**src/rtl/mem_arbiter_ctrl_pkg.sv**
```systemverilog
// Shared encodings for the IF/MEM arbiter and byte-serialising RAM controller.
package mem_arbiter_ctrl_pkg;

  localparam int          RAM_W     = 8;
  localparam logic [31:0] ZERO_WORD = 32'h0000_0000;

  localparam logic [1:0] SIZE_B = 2'b00;
  localparam logic [1:0] SIZE_H = 2'b01;
  localparam logic [1:0] SIZE_W = 2'b10;

  typedef enum logic [1:0] {
    ST_IDLE = 2'b00,
    ST_RD   = 2'b01,
    ST_WR   = 2'b10
  } state_t;

  // Size code 11 is treated as a word.
  function automatic logic [2:0] size_bytes(input logic [1:0] size);
    case (size)
      SIZE_B:  size_bytes = 3'd1;
      SIZE_H:  size_bytes = 3'd2;
      default: size_bytes = 3'd4;
    endcase
  endfunction

endpackage

```
**src/rtl/mem_arbiter_ctrl_ld_extend.sv**
```systemverilog
// Load extension: sign- or zero-extends a byte/half load to 32 bits; words pass through.
module mem_arbiter_ctrl_ld_extend
  import mem_arbiter_ctrl_pkg::*;
(
  input  logic [1:0]  size,
  input  logic        is_unsigned,
  input  logic [31:0] raw,
  output logic [31:0] result
);

  always_comb begin
    result = raw;
    case (size)
      SIZE_B:  result = {{24{~is_unsigned & raw[7]}}, raw[7:0]};
      SIZE_H:  result = {{16{~is_unsigned & raw[15]}}, raw[15:0]};
      default: result = raw;
    endcase
  end

endmodule

```
**src/rtl/mem_arbiter_ctrl.sv**
```systemverilog
// Arbitrates instruction fetch and load/store onto a byte-wide single-port RAM,
// serialising multi-byte accesses against the RAM's one-cycle read latency.
module mem_arbiter_ctrl
  import mem_arbiter_ctrl_pkg::*;
#(
  parameter int ADDR_W   = 32,
  parameter bit FAIR_ARB = 1'b0
) (
  input  logic              clk_in,
  input  logic              rst_in,
  input  logic              rdy_in,
  input  logic              if_req_in,
  input  logic [ADDR_W-1:0] if_addr_in,
  output logic              if_done_out,
  output logic [31:0]       if_inst_out,
  input  logic              mem_req_in,
  input  logic              mem_we_in,
  input  logic [1:0]        mem_size_in,
  input  logic              mem_unsigned_in,
  input  logic [ADDR_W-1:0] mem_addr_in,
  input  logic [31:0]       mem_wdata_in,
  output logic              mem_done_out,
  output logic [31:0]       mem_rdata_out,
  output logic              ram_wr_out,
  output logic [ADDR_W-1:0] ram_addr_out,
  output logic [RAM_W-1:0]  ram_dout_out,
  input  logic [RAM_W-1:0]  ram_din_in,
  output logic [1:0]        busy_out
);

  state_t              state_q, state_d;
  logic                owner_if_q, owner_if_d;
  logic                last_mem_q, last_mem_d;
  logic [ADDR_W-1:0]   addr_q, addr_d;
  logic [1:0]          size_q, size_d;
  logic [2:0]          nbytes_q, nbytes_d;
  logic                uns_q, uns_d;
  logic [31:0]         wdata_q, wdata_d;
  logic [2:0]          step_q, step_d;
  logic [31:0]         lanes_q, lanes_d;
  logic                if_done_q, if_done_d;
  logic                mem_done_q, mem_done_d;
  logic [31:0]         if_inst_q, if_inst_d;
  logic [31:0]         mem_rdata_q, mem_rdata_d;

  logic                grant_if, grant_mem;
  logic                issuing;
  logic [31:0]         lanes_next;
  logic [31:0]         ext_data;
  logic [RAM_W-1:0]    wr_byte;

  // step_q counts cycles since the grant; byte step_q is on the bus while step_q < N,
  // and the byte presented in the previous cycle arrives on ram_din_in.
  assign issuing = (state_q != ST_IDLE) && (step_q < nbytes_q);

  always_comb begin
    lanes_next = lanes_q;
    case (step_q)
      3'd1:    lanes_next[7:0]   = ram_din_in;
      3'd2:    lanes_next[15:8]  = ram_din_in;
      3'd3:    lanes_next[23:16] = ram_din_in;
      3'd4:    lanes_next[31:24] = ram_din_in;
      default: lanes_next = lanes_q;
    endcase
  end

  always_comb begin
    case (step_q)
      3'd1:    wr_byte = wdata_q[15:8];
      3'd2:    wr_byte = wdata_q[23:16];
      3'd3:    wr_byte = wdata_q[31:24];
      default: wr_byte = wdata_q[7:0];
    endcase
  end

  mem_arbiter_ctrl_ld_extend u_ld_extend (
    .size        (size_q),
    .is_unsigned (uns_q),
    .raw         (lanes_next),
    .result      (ext_data)
  );

  always_ff @(posedge clk_in or negedge rst_in) begin
    if (!rst_in) begin
      state_q     <= ST_IDLE;
      owner_if_q  <= 1'b0;
      last_mem_q  <= 1'b1;
      addr_q      <= '0;
      size_q      <= SIZE_B;
      nbytes_q    <= 3'd0;
      uns_q       <= 1'b0;
      wdata_q     <= ZERO_WORD;
      step_q      <= 3'd0;
      lanes_q     <= ZERO_WORD;
      if_done_q   <= 1'b0;
      mem_done_q  <= 1'b0;
      if_inst_q   <= ZERO_WORD;
      mem_rdata_q <= ZERO_WORD;
    end else if (rdy_in) begin
      state_q     <= state_d;
      owner_if_q  <= owner_if_d;
      last_mem_q  <= last_mem_d;
      addr_q      <= addr_d;
      size_q      <= size_d;
      nbytes_q    <= nbytes_d;
      uns_q       <= uns_d;
      wdata_q     <= wdata_d;
      step_q      <= step_d;
      lanes_q     <= lanes_d;
      if_done_q   <= if_done_d;
      mem_done_q  <= mem_done_d;
      if_inst_q   <= if_inst_d;
      mem_rdata_q <= mem_rdata_d;
    end
  end

  always_comb begin
    state_d     = state_q;
    owner_if_d  = owner_if_q;
    last_mem_d  = last_mem_q;
    addr_d      = addr_q;
    size_d      = size_q;
    nbytes_d    = nbytes_q;
    uns_d       = uns_q;
    wdata_d     = wdata_q;
    step_d      = step_q;
    lanes_d     = lanes_q;
    if_done_d   = 1'b0;
    mem_done_d  = 1'b0;
    if_inst_d   = if_inst_q;
    mem_rdata_d = mem_rdata_q;
    grant_if    = 1'b0;
    grant_mem   = 1'b0;

    case (state_q)
      ST_IDLE: begin
        // A done cycle is a bubble so the finished requester can drop its request.
        if (!if_done_q && !mem_done_q) begin
          if (mem_req_in && !(FAIR_ARB && if_req_in && last_mem_q)) begin
            grant_mem = 1'b1;
          end else if (if_req_in) begin
            grant_if = 1'b1;
          end
        end
        if (grant_mem) begin
          state_d    = mem_we_in ? ST_WR : ST_RD;
          owner_if_d = 1'b0;
          last_mem_d = 1'b1;
          addr_d     = mem_addr_in;
          size_d     = mem_size_in;
          nbytes_d   = size_bytes(mem_size_in);
          uns_d      = mem_unsigned_in;
          wdata_d    = mem_wdata_in;
          step_d     = 3'd0;
          lanes_d    = ZERO_WORD;
        end else if (grant_if) begin
          state_d    = ST_RD;
          owner_if_d = 1'b1;
          last_mem_d = 1'b0;
          addr_d     = if_addr_in;
          size_d     = SIZE_W;
          nbytes_d   = 3'd4;
          uns_d      = 1'b0;
          wdata_d    = ZERO_WORD;
          step_d     = 3'd0;
          lanes_d    = ZERO_WORD;
        end
      end

      ST_RD: begin
        if (owner_if_q && !if_req_in) begin
          state_d = ST_IDLE;
          step_d  = 3'd0;
        end else begin
          step_d = step_q + 3'd1;
          if (step_q != 3'd0) begin
            lanes_d = lanes_next;
          end
          if (step_q == nbytes_q) begin
            state_d = ST_IDLE;
            step_d  = 3'd0;
            if (owner_if_q) begin
              if_done_d = 1'b1;
              if_inst_d = lanes_next;
            end else begin
              mem_done_d  = 1'b1;
              mem_rdata_d = ext_data;
            end
          end
        end
      end

      ST_WR: begin
        step_d = step_q + 3'd1;
        if (step_q == nbytes_q - 3'd1) begin
          state_d    = ST_IDLE;
          step_d     = 3'd0;
          mem_done_d = 1'b1;
        end
      end

      default: state_d = ST_IDLE;
    endcase
  end

  assign ram_addr_out  = issuing ? (addr_q + ADDR_W'(step_q)) : '0;
  assign ram_wr_out    = issuing && (state_q == ST_WR);
  assign ram_dout_out  = (issuing && (state_q == ST_WR)) ? wr_byte : '0;
  assign busy_out      = (state_q == ST_IDLE) ? 2'b00 : {owner_if_q, ~owner_if_q};
  assign if_done_out   = if_done_q;
  assign if_inst_out   = if_inst_q;
  assign mem_done_out  = mem_done_q;
  assign mem_rdata_out = mem_rdata_q;

endmodule

```
**config.mk**
```make
export PLATFORM = sky130hd
export DESIGN_NAME = mem_arbiter_ctrl
export DESIGN_NICKNAME = d
export VERILOG_FILES = /design/src/rtl/mem_arbiter_ctrl_pkg.sv /design/src/rtl/mem_arbiter_ctrl_ld_extend.sv /design/src/rtl/mem_arbiter_ctrl.sv
export SDC_FILE = /design/constraint.sdc
export NUM_CORES = 1
export LEC_CHECK = 0
export ABC_AREA = 1
export CAP_MARGIN = 40
export CORE_MARGIN = 3
export CORE_UTILIZATION = 35
export DETAILED_ROUTE_END_ITERATION = 10
export GPL_TIMING_DRIVEN = 0
export PLACE_DENSITY_LB_ADDON = 0.08
export SLEW_MARGIN = 20
export SYNTH_ARGS = -nofsm -noshare
export SYNTH_HDL_FRONTEND = slang
export SYNTH_HIERARCHICAL = 1
export SYNTH_SLANG_ARGS = --single-unit
```
**constraint.sdc**
```tcl
create_clock -name clk_in -period 2.5 [get_ports clk_in]
set_input_delay 0.75 -clock clk_in [delete_from_list [all_inputs] [get_ports clk_in]]
set_output_delay 0.75 -clock clk_in [all_outputs]
set_load 0.005 [all_outputs]
```
* Word level (Yosys, flattened, before mapping)
Index checks and enable logic that the tools add are counted.
Word-level totals: register bits 174, input port bits 113, output and inout port bits 109, word-level logic and storage cells 113
Cells by class: add/sub/neg operators 3, magnitude comparators 1, equality and inequality tests 15, multiplexer cells 55, bitwise logic cells 5, reductions and logical operators 21
Operators by type and width (count):
- 32-bit two-way mux | 8
- 32-bit one-hot mux with 2 select lines | 2
- 8-bit two-way mux | 5
- 32-bit by 3-bit adder with 32-bit output | 1
- 8-bit one-hot mux with 3 select lines | 1
- 3-bit two-way mux | 7
- 1-bit two-way mux | 19
- 2-bit two-way mux | 9
- 5-bit AND reduction | 3
- 3-bit one-hot mux with 3 select lines | 1
- 2-bit by 1-bit == test with 1-bit output (second input constant) | 3
- 3-bit by 2-bit == test with 1-bit output (second input constant) | 2
- 3-bit == test | 2
- 2-bit logical NOT | 3
- 2-bit != test (second input constant) | 3
- 3-bit != test (second input constant) | 2
- 2-bit one-hot mux with 3 select lines | 1
- 3-bit one-hot mux with 2 select lines | 1
- 3-bit AND reduction | 2
- 2-bit nonzero test | 3
- 3-bit nonzero test | 2
- 1-bit logical AND | 4
- 4-bit AND reduction | 1
- 3-bit by 1-bit adder with 3-bit output (second input constant) | 1
- other kinds (9) | 14

* Logic depth before layout (Yosys ltp)
Gate-level depths: netlist of the first run.
depth after elaboration 7, gate-level depth with buffers 14, mapped depth without buffers 12

* Hierarchy
The synthesis of the first run kept the hierarchy.
Modules (own cells, without submodules):
- mem_arbiter_ctrl | instances 1, cells each 1238, area each 9278.9 um^2, seq. area each 4354.2 um^2
- mem_arbiter_ctrl_ld_extend | instances 1, cells each 70, area each 370.4 um^2, seq. area each 0.0 um^2

* Least setup slack after synthesis of the first run
OpenSTA, ideal clock, no wires.
kind register to output, start register step_q[0], end output port ram_addr_out[12], arrival time 1.806 ns, data required time 1.750 ns, slack -0.056 ns, stages on the path, launching flop included 11, path buffers 0, cell sequence dfrtp_1 > ha_1 > inv_1 > fa_1 > inv_1 > nand2_1 > nand2_1 > nand2_1 > nor2_1 > nor2_1 > nor3b_1
On the way: word-level cells in the longest chain between the ends 3, elaborated cells on any way between the ends 4, classes of those cells add/sub (1); order compare (1); mux (1); reduce/logical (1)
RTL lines:
- start, declared | RTL line mem_arbiter_ctrl.sv:39 | logic [2:0] step_q, step_d;
- start signal, assigned | RTL line mem_arbiter_ctrl.sv:108 | step_q <= step_d;
- branches (longest 2 deep; another with 32-bit by 3-bit adder with 32-bit output)
- 32-bit two-way mux (*) | RTL line mem_arbiter_ctrl.sv:206 | assign ram_addr_out = issuing ? (addr_q + ADDR_W'(step_q)) : '0;
- end, declared | RTL line mem_arbiter_ctrl.sv:25 | output logic [ADDR_W-1:0] ram_addr_out,
Mark *: on every way between the ends.

* Worst setup path after layout of the first run
start register addr_q[0], end output port ram_addr_out[12]
On the way: word-level cells in the longest chain between the ends 2
RTL lines:
- start, declared | RTL line mem_arbiter_ctrl.sv:34 | logic [ADDR_W-1:0] addr_q, addr_d;
- start signal, assigned | RTL line mem_arbiter_ctrl.sv:103 | addr_q <= addr_d;
- 32-bit by 3-bit adder with 32-bit output | RTL line mem_arbiter_ctrl.sv:206
- 32-bit two-way mux | RTL line mem_arbiter_ctrl.sv:206
No other way between the ends.

==> flow_metrics.env, run 1 <==
export IMPL_status="finished, violations left"
export IMPL_violations="negative setup slack"
export IMPL_crit_fanout=3
export IMPL_drv_slew=0
export IMPL_max_cap_violations=0
export IMPL_slowest_delay_ns=0.44
export IMPL_worst_ir_drop_vdd_mv=0.469
export IMPL_drtIter0Drc=661
export IMPL_layout_drive_gt1_share_pct=19.2
export IMPL_dieArea_mm2=0.0296
export IMPL_vias=9449
export IMPL_hold_violations=0
export IMPL_p_leak_nw=6.92
export IMPL_period_minus_slack_ns=3.14
export IMPL_multi_input_comb_area_mm2=0.00473
export IMPL_synth_edff_count=0
export IMPL_drt_vias_per_instance=4.83
export IMPL_syn_nets=1438
export IMPL_async_flop_share_pct=100
export IMPL_path_clk_slew_ns=0.08
export IMPL_min_path_type="input pin to asynchronous set/reset pin"
export IMPL_ys_seq_elements=174
export IMPL_routed_wl_um=31800
export IMPL_syn_area_mm2=0.00965
export IMPL_cts_path_max_buffers=2
export IMPL_rows=60
export IMPL_rsz0062_at_grt="true"
export IMPL_diodes=0
export IMPL_ios=222
export IMPL_place_congestion=0.881
export IMPL_dp_cells=1871
export IMPL_grt_pass1_vias=9400
export IMPL_start_util_pct=35.7
export IMPL_max_freq_mhz=319
export IMPL_routedWlPerCell_um=16.3
export IMPL_crit_start="addr_q[0]$_DFFE_PN0P_"
export IMPL_cpMaxStageDelayCell="dfrtp_1"
export IMPL_fin_nets=1731
export IMPL_root_buffer="clkbuf_16"
export IMPL_slew_headroom_pct=55.1
export IMPL_required_ns=1.75
export IMPL_worstSetupEndpointType="output port"
export IMPL_ys_warn_count=6
export IMPL_grt_max_degree=67
export IMPL_globalRouteOverflowTotal=0
export IMPL_syn_area_per_cell_um2=7.38
export IMPL_reg2reg_slack_ns=0.21
export IMPL_worst_setup_path_start_kind="register"
export IMPL_seqCellArea_mm2=0.00436
export IMPL_final_area_mm2=0.0138
export IMPL_clock_skew_ns=0.0203
export IMPL_ant_nets=0
export IMPL_dr_pass1_iters=5
export IMPL_insertion_delay_ns=0.44
export IMPL_fin_cells=1955
export IMPL_htreeDepth=4
export IMPL_cts_tree="done"
export IMPL_cts_hold_buffers=0
export IMPL_grt_usage_pct=22.0
export IMPL_cp_depth=13
export IMPL_antenna_found_initial=1
export IMPL_die_y_um=172
export IMPL_die_w_um=172
export IMPL_worst_path_buf_inv=5
export IMPL_fill_cells=2681
export IMPL_worst_r2r_endpoint="mem_rdata_out[16]$_DFFE_PN0P_"
export IMPL_dpl_instance_area_mm2=0.0123
export IMPL_critical_path_arrival_ns=2.39
export IMPL_setup_viol=41
export IMPL_p_per_area_mw_per_mm2=1030
export IMPL_io_buffers=220
export IMPL_cp_top_family="simple AND/OR/NAND/NOR gates"
export IMPL_numCtsBuffers=17
export IMPL_crit_chain="ha_4 -> inv_2 -> fa_2 -> inv_4 -> nand2_4 -> nand2_4 -> nand2_4 -> nor2_4 -> buf_6 -> buf_6 -> nor2_2 -> nor3b_2 -> buf_2"
export IMPL_worst_slew_pin_slew_ns=0.673
export IMPL_cpMostUsedCell="nand2_4"
export IMPL_whs_ns=0.200
export IMPL_fin_util_pct=51.0
export IMPL_synthFlopType="dfrtp_1"
export IMPL_ys_seq_area_share_pct=45.1
export IMPL_syn_inst=1308
export IMPL_worst_slack_ns=-0.638
export IMPL_grt_pass1_wl_um=50500
export IMPL_critical_path_endpoint="ram_addr_out[12]"
export IMPL_core_area_mm2=0.0270
export IMPL_ys_types=38
export IMPL_dp_worst_setup_slack_ns=-0.844
export IMPL_r2r_cells=13
export IMPL_remaining_drc_errors=0
export IMPL_dp_hpwl_um=23400
export IMPL_cts_sinks=174
export IMPL_path_class="register to output port"
export IMPL_fin_crit_sh_pct=126
export IMPL_timing_rr_start="step_q[0]$_DFFE_PN0P_"
export IMPL_area_growth_pct=43.0
-- what timing repair did --
action,in CTS,in global routing
pin swaps,35,40
setup buffers,46,9
gates cloned,2,0
endpoints found under the setup margin,74,72
resized for setup,290,55
-- state kept, by name, summed over array words and instances (netlist names), 3 cells and up --
register and cells:
lanes_q 32, nbytes_q 3, mem_rdata_out 32, step_q 3, if_inst_out 32, addr_q 32, wdata_q 32
-- power by group --
part | internal, mW | switching, mW | total [mW]
registers | 3.83 | 0.852 | 4.68
clock network | 1.45 | 1.30 | 2.75
logic | 3.07 | 3.66 | 6.74
-- area by class of cell --
| cell class | count | area share, % |
|---|---|---|
| multi-input cells | 923 | 34.3 |
| flip-flops and latches | 174 | 31.6 |
| repair buffers | 275 | 19.2 |
| inverters | 138 | 3.90 |
| plain buffers | 72 | 3.51 |
| clock buffers | 18 | 3.18 |
| well taps | 341 | 3.09 |
| clock inverters | 14 | 1.23 |
-- cell families after synthesis --
group	synth area share [%]
and+or+nand+nor	29.4
xor gates and xnor gates	0.454
AOI/OAI and AO/OA	12.7
DFF	45.1
buffers and inverters	10.0
adders and majority gates	2.28
-- layer usage --
metal  routed length [um]  GRT usage, %
met1                13900          28.3
met2                15600          37.9
met3                 1480          4.07
met4                  752          6.21
met5                   13             0
-- cell usage in the layout (no fill, tap or decap), types with 4 or more instances in the layout --
cell             instances
o21ai_2                 23
o22ai_1                  9
buf_4                   35
clkbuf_1                12
inv_6                    4
nand2_1                381
nand4_1                  8
nand3_2                  8
clkbuf_16               17
nand2_4                 10
ha_4                     6
o21ai_1                 49
nor2_4                  14
ha_1                    10
a22o_1                   9
nor2_1                 144
buf_8                    5
o21ai_0                 83
nand2_2                 14
a31oi_1                 32
nor2_2                  10
clkinv_4                 4
clkinv_8                 4
a21oi_1                  4
buf_6                   43
buf_12                   4
buf_2                   63
dfrtp_1                169
clkdlybuf4s50_1        176
inv_1                  126
nand3_1                 72
inv_2                    9
or2_2                    7
dfrtp_2                  5
nor3_1                   4
-- cell usage after synthesis, types with 2 or more instances --
library cell / number / area share (%)
buf_4: 16 / 1.2
a22o_1: 9 / 0.82
or2_2: 8 / 0.52
nand3_1: 78 / 4.0
a31oi_1: 32 / 2.1
xor2_1: 4 / 0.36
dfrtp_1: 174 / 45
and2_1: 3 / 0.19
buf_6: 10 / 1.2
nand2_1: 400 / 16
o21ai_2: 12 / 1.1
nor3_1: 4 / 0.21
nand4_1: 8 / 0.52
o21ai_0: 98 / 5.1
inv_1: 133 / 5.2
nand3_2: 3 / 0.31
nand3b_1: 3 / 0.23
o22ai_1: 9 / 0.58
o21ai_1: 45 / 2.3
nand2_2: 5 / 0.32
or2_1: 2 / 0.13
nor3b_1: 2 / 0.16
nor2_1: 159 / 6.2
inv_2: 5 / 0.19
a21oi_1: 7 / 0.36
clkbuf_1: 15 / 0.58
nor2_4: 3 / 0.35
nor2_2: 6 / 0.39
buf_2: 31 / 1.6
ha_1: 16 / 2.1
-- per-stage QoR --
stage,setup TNS (ns),total power [mW]
floorplan,0,7.89
global placement,-1214.89,10.7
detailed placement,-27.85,10.8
CTS,-18.93,14.2
global route,-22.85,15.3
finish,-18.43,14.2
-- worst min path at each step --
stage                                          endpoint  slack [ns]                           from  cells after the start
final                      mem_rdata_out[3]$_DFFE_PN0P_        0.20                         rst_in                      1
after global routing       mem_rdata_out[3]$_DFFE_PN0P_        0.22                         rst_in                      1
after CTS                  mem_rdata_out[3]$_DFFE_PN0P_        0.22                         rst_in                      1
after detailed placement  mem_rdata_out[10]$_DFFE_PN0P_        0.46  mem_rdata_out[10]$_DFFE_PN0P_                      2
after global placement     mem_rdata_out[8]$_DFFE_PN0P_        0.46   mem_rdata_out[8]$_DFFE_PN0P_                      2
after floorplan                   addr_q[0]$_DFFE_PN0P_        0.45                         rst_in                      0
No activity file was read; power rests on OpenSTA's default activity.
==> run 2, diff against run 1 <==
CORE_MARGIN = 2   (was 3)
==> run 2 against run 1 <==
Effect of this change:
- the run still ends with negative setup slack left
- maximum frequency rose by 0.39%
- via count up 1.9%
- utilization is 1.3 points higher
- power grew 2.6%
- combinational power rose by 4.9%
- global-route usage is 0.37 points higher
- worst hold slack improved by 0.072 ns
- wire length increased by 1.7%
- flip-flop and latch count stayed put
- critical path type unchanged
==> flow_metrics.env, run 2 (synthesis gave the netlist of run 1 again) <==
export IMPL_drv_slew=0
export IMPL_cts_path_max_buffers=2
export IMPL_violations="negative setup slack"
export IMPL_grt_pass1_vias=9320
export IMPL_worst_setup_path_start_kind="register"
export IMPL_globalRouteOverflowTotal=0
export IMPL_insertion_delay_ns=0.44
export IMPL_finalSetupTns_ns=-19.70
export IMPL_layout_drive_gt1_share_pct=22.0
export IMPL_multi_input_comb_area_mm2=0.00485
export IMPL_status="finished, violations left"
export IMPL_fill_cells=2616
export IMPL_start_util_pct=35.7
export IMPL_grt_usage_pct=22.3
export IMPL_die_y_um=170
export IMPL_hold_violations=0
export IMPL_routedWlPerCell_um=16.3
export IMPL_cts_sinks=174
export IMPL_fin_crit_sh_pct=125
export IMPL_crit_fanout=4
export IMPL_core_area_mm2=0.0270
export IMPL_routed_wl_um=32300
export IMPL_htreeDepth=4
export IMPL_drt_vias_per_instance=4.86
export IMPL_slew_headroom_pct=54.9
export IMPL_remaining_drc_errors=0
export IMPL_dr_pass1_iters=5
export IMPL_clock_skew_ns=0.0155
export IMPL_seqCellArea_mm2=0.00436
export IMPL_layout_common_cells="nand2_1, clkdlybuf4s50_1, dfrtp_1"
export IMPL_grt_max_degree=90
export IMPL_dp_hpwl_um=23000
export IMPL_place_congestion=0.898
export IMPL_p_leak_nw=7.07
export IMPL_critical_path_arrival_ns=2.38
export IMPL_max_freq_mhz=320
export IMPL_rows=60
export IMPL_worst_slack_ns=-0.626
export IMPL_ios=222
export IMPL_fin_nets=1757
export IMPL_path_class="register to output port"
export IMPL_final_common_cell="nand2_1"
export IMPL_worst_slew_pin_slew_ns=0.677
export IMPL_max_cap_violations=0
export IMPL_period_minus_slack_ns=3.13
export IMPL_total_power_mw=14.5
export IMPL_vias=9631
export IMPL_min_path_type="input pin to asynchronous set/reset pin"
export IMPL_grt_pass1_wl_um=49900
export IMPL_io_buffers=220
export IMPL_numCtsBuffers=17
export IMPL_setup_viol=41
export IMPL_drtIter0Drc=553
export IMPL_p_per_area_mw_per_mm2=1030
export IMPL_dieArea_mm2=0.0289
export IMPL_worstSetupEndpointType="output port"
export IMPL_ant_nets=0
export IMPL_area_growth_pct=46.6
export IMPL_cts_hold_buffers=0
export IMPL_die_w_um=170
export IMPL_path_clk_slew_ns=0.09
export IMPL_cts_tree="done"
export IMPL_worst_ir_drop_vdd_mv=0.389
export IMPL_required_ns=1.75
export IMPL_rsz0062_at_grt="true"
export IMPL_root_buffer="clkbuf_16"
export IMPL_antenna_found_initial=1
run 2: changes by cell type in the layout (fill, tap and decap cells not counted), moves of 3 or more:
cell / change
nor2_2: +6
o22ai_1: -4
ha_1: -4
nor2_1: -6
buf_6: +4
o22ai_2: +3
inv_4: +4
inv_1: -5
buf_4: +25
o21ai_0: -3
ha_4: +3
run 2: power breakdown:
part           internal, mW  switching (mW)
clock                  1.36            1.41
sequential             3.83           0.862
combinational          3.27            3.80
total                  8.47            6.07
run 2: layer usage:
layer	vias to the layer above	wire, um	global-route usage [%]
met5	-	0	0
met4	0	588	6.54
met3	38	1330	3.74
met2	248	16000	38.5
met1	4552	14400	28.8
li1	4793	-	-
run 2: worst paths after layout:
path	startpoint	end	slack [ns]	depth (start not counted)
min in group clk_in	mem_rdata_out[12]$_DFFE_PN0P_	mem_rdata_out[12]$_DFFE_PN0P_	0.47	2
setup reg to reg	step_q[0]$_DFFE_PN0P_	mem_rdata_out[31]$_DFFE_PN0P_	0.09	18
max in group asynchronous	rst_in	addr_q[3]$_DFFE_PN0P_	1.32	2
setup / recovery	addr_q[0]$_DFFE_PN0P_	ram_addr_out[26]	-0.63	13
hold / removal	rst_in	mem_rdata_out[5]$_DFFE_PN0P_	0.27	1
hold reg to reg	mem_rdata_out[12]$_DFFE_PN0P_	mem_rdata_out[12]$_DFFE_PN0P_	0.47	2
run 2: cell type report:
type,count,share of cell area (%)
Buffer,71,3.63
Timing Repair Buffer,302,20.1
Antenna cell,1,0.0177
Clock inverter,15,1.33
Multi-Input combinational cell,923,34.3
Clock buffer,17,3.01
Tap cell,341,3.02
Inverter,138,3.80
Sequential cell,174,30.8
run 2: repair_timing:
item / CTS / global route
setup buffers: 66 / 15
gates cloned: 1 / 1
gates resized for setup: 328 / 68
endpoints found under the setup margin: 74 / 65
pin swaps: 49 / 41
run 2: worst max-delay path: stages (launching register included):
cell and delay [ns]:
dfrtp_2 0.41, ha_4 0.15, inv_2 0.04, fa_2 0.35
inv_4 0.09, buf_4 0.11, nand2_4 0.04, nand2_4 0.09
buf_6 0.11, nand2_4 0.05, nor2_2 0.11, nor2_1 0.04
nor2_1 0.18, buf_2 0.15
run 2: per-stage QoR:
stage                     utilization [%]  hold slack, ns  std cells  worst slack [ns]  instance area (um2)
after floorplan                         -           0.454       1308           0.00414                 9650
after global placement               45.4           0.458       1869             -6.88                12300
after detailed placement             45.6           0.458       1870            -0.927                12300
after CTS                            51.2           0.325       1968            -0.664                13800
after global routing                 52.3           0.325       1981            -0.767                14100
final                                52.4           0.272       1982            -0.626                14100
==> run 3, diff against run 2 <==
--- a/config.mk
+++ b/config.mk
@@ -8,3 +8,2 @@
 export ABC_AREA = 1
-export CAP_MARGIN = 40
 export CORE_MARGIN = 2
@@ -14,3 +13,2 @@
 export PLACE_DENSITY_LB_ADDON = 0.08
-export SLEW_MARGIN = 20
 export SYNTH_ARGS = -nofsm -noshare
==> constraint.sdc (replaced) <==
create_clock -name clk_in -period 2.5 [get_ports clk_in]
set_input_delay 0.5 -clock clk_in [delete_from_list [all_inputs] [get_ports clk_in]]
set_output_delay 0.5 -clock clk_in [all_outputs]
set_load 0.005 [all_outputs]
==> run 3 against run 2 <==
Effect of this change:
- power rose by 0.50%
- worst hold slack got worse by 0.29 ns
- combinational power fell by 1%
- cell count fell by 0.45%
- highest routed layer is now met5
- design area fell by 0.16%
- global-route usage fell by 0.13 points
- sequential power rose by 0.9%
- setup slack improved by 0.14 ns
- flip-flop and latch count did not move
- the run ends with negative hold slack, negative setup slack left
==> flow_metrics.env, run 3 (synthesis gave the netlist of run 1 again) <==
export IMPL_total_power_mw=14.6
export IMPL_routed_wl_um=32100
export IMPL_grt_pass1_wl_um=50100
export IMPL_routedWlPerCell_um=16.2
export IMPL_fin_nets=1749
export IMPL_core_area_mm2=0.0270
export IMPL_status="finished, violations left"
export IMPL_internal_power_mw=8.72
export IMPL_die_y_um=170
export IMPL_max_cap_violations=0
export IMPL_worst_path_buf_inv=5
export IMPL_cpMostUsedCell="nand2_4"
export IMPL_setup_viol=41
export IMPL_max_freq_mhz=335
export IMPL_seqPwrFrac_pct=32.3
export IMPL_clock_skew_ns=0.0136
export IMPL_worst_slack_ns=-0.481
export IMPL_worstSetupEndpointType="output port"
export IMPL_worst_slew_pin_slew_ns=0.623
export IMPL_cts_sinks=174
export IMPL_period_minus_slack_ns=2.98
export IMPL_diodes=0
export IMPL_globalRouteOverflowTotal=0
export IMPL_io_buffers=220
export IMPL_drt_vias_per_instance=4.88
export IMPL_area_growth_pct=46.4
export IMPL_place_congestion=0.885
export IMPL_layout_common_cells="nand2_1, clkdlybuf4s50_1, dfrtp_1"
export IMPL_power_switching_mw=5.89
export IMPL_path_class="register to output port"
export IMPL_worst_setup_path_start_kind="register"
export IMPL_crit_start="addr_q[0]$_DFFE_PN0P_"
export IMPL_hold_violations=4
export IMPL_fin_cells=1973
export IMPL_cp_top_family="adder cells"
export IMPL_dp_hpwl_um=23100
export IMPL_remaining_drc_errors=0
export IMPL_r2r_cells=12
export IMPL_worst_ir_drop_vdd_mv=0.483
export IMPL_grt_max_degree=105
export IMPL_violations="negative hold slack, negative setup slack"
export IMPL_slew_headroom_pct=58.5
export IMPL_cts_path_max_buffers=2
export IMPL_path_clk_slew_ns=0.08
export IMPL_finalSetupTns_ns=-10.39
export IMPL_antenna_found_initial=1
export IMPL_grt_usage_pct=22.2
export IMPL_grt_pass1_vias=9374
export IMPL_sw_frac_of_total_pct=40.3
export IMPL_fin_util_pct=52.3
export IMPL_slowest_delay_ns=0.41
export IMPL_dr_pass1_iters=5
export IMPL_dieArea_mm2=0.0289
export IMPL_crit_chain="ha_2 -> inv_2 -> fa_2 -> inv_2 -> nand2_4 -> nand2_4 -> nand2_4 -> nor2_4 -> buf_6 -> buf_6 -> nor2_2 -> nor3b_2 -> buf_2"
export IMPL_fill_cells=2637
export IMPL_p_leak_nw=7.07
export IMPL_required_ns=2.00
export IMPL_multi_input_comb_area_mm2=0.00485
export IMPL_reg2reg_slack_ns=0.11
export IMPL_htreeDepth=4
export IMPL_worst_r2r_endpoint="mem_rdata_out[23]$_DFFE_PN0P_"
export IMPL_final_common_cell="nand2_1"
export IMPL_clkPwrFrac_pct=19.9
export IMPL_numCtsBuffers=17
export IMPL_critical_path_arrival_ns=2.48
export IMPL_start_util_pct=35.7
export IMPL_cts_hold_buffers=0
export IMPL_die_w_um=170
export IMPL_seqCellArea_mm2=0.00436
export IMPL_drtIter0Drc=623
export IMPL_p_per_area_mw_per_mm2=1030
export IMPL_min_path_type="input pin to asynchronous set/reset pin"
export IMPL_vias=9629
export IMPL_timing_rr_start="step_q[1]$_DFFE_PN0P_"
export IMPL_dp_cells=1870
export IMPL_layout_drive_gt1_share_pct=21.6
export IMPL_p_comb_share_pct=47.7
export IMPL_drv_slew=0
export IMPL_ant_nets=0
export IMPL_cpMaxStageDelayCell="dfrtp_1"
export IMPL_ios=222
export IMPL_rows=60
export IMPL_rsz0062_at_grt="true"
export IMPL_fin_crit_sh_pct=119
export IMPL_root_buffer="clkbuf_16"
export IMPL_crit_fanout=3
export IMPL_whs_ns=-0.0146
export IMPL_insertion_delay_ns=0.44
export IMPL_cts_tree="done"
[run 3: cell count changes in the layout (fill, tap and decap cells not counted), sizes merged, moves of 2 or more]
cell           previous run  this run
buf                     180       171
bufinv                    0         3
clkbuf                   32        34
clkdlybuf4s50           176       178
clkinv                    8         3
[run 3: worst max path at each step]
| stage | endpoint | slack [ns] | cells past startpoint |
|---|---|---|---|
| 6_report | ram_addr_out[12] | -0.48 | 13 |
| 5_1_grt | ram_addr_out[12] | -0.56 | 13 |
| 4_1_cts | ram_addr_out[16] | -0.43 | 13 |
| 3_5_place_dp | ram_addr_out[16] | -0.74 | 11 |
| 3_3_place_gp | addr_q[30]$_DFFE_PN0P_ | -6.59 | 1 |
| 2_1_floorplan | ram_addr_out[12] | 0.19 | 10 |
[run 3: power groups by stage]
stage	Clock [mW]	Sequential (mW)	Combinational (mW)
floorplan	0	4.44	3.45
global placement	0	4.66	6.01
detailed placement	0	4.67	6.07
CTS	2.96	4.67	6.69
global route	3.09	4.85	7.76
finish	2.91	4.73	6.97
[run 3: repair_timing]
item | in CTS | in global routing
pin swaps | 53 | 48
setup endpoints to repair | 72 | 72
setup buffers | 60 | 20
hold endpoints to repair | 0 | 0
gates resized for setup | 298 | 99
[run 3: final cells by class]
class                   count  share of cell area [%]
flip-flops and latches    174                    30.9
clock inverters            13                    1.37
well taps                 341                    3.02
inverters                 138                    3.81
multi-input cells         923                    34.3
clock buffers              19                    3.14
plain buffers              72                    3.60
repair buffers            293                    19.9
[run 3: stage by stage]
step	worst slack [ns]	area [um2]
3_3_place_gp	-6.59	12300
4_1_cts	-0.432	13700
6_report	-0.481	14100
3_5_place_dp	-0.743	12300
2_1_floorplan	0.194	9650
5_1_grt	-0.563	14100
[run 3: metal layers]
layer | GRT usage, % | part of all wire, %
met2 | 37.5 | 49
met5 | 0 | 0.034
met1 | 29.0 | 44
met3 | 3.23 | 4.3
met4 | 7.99 | 3.0
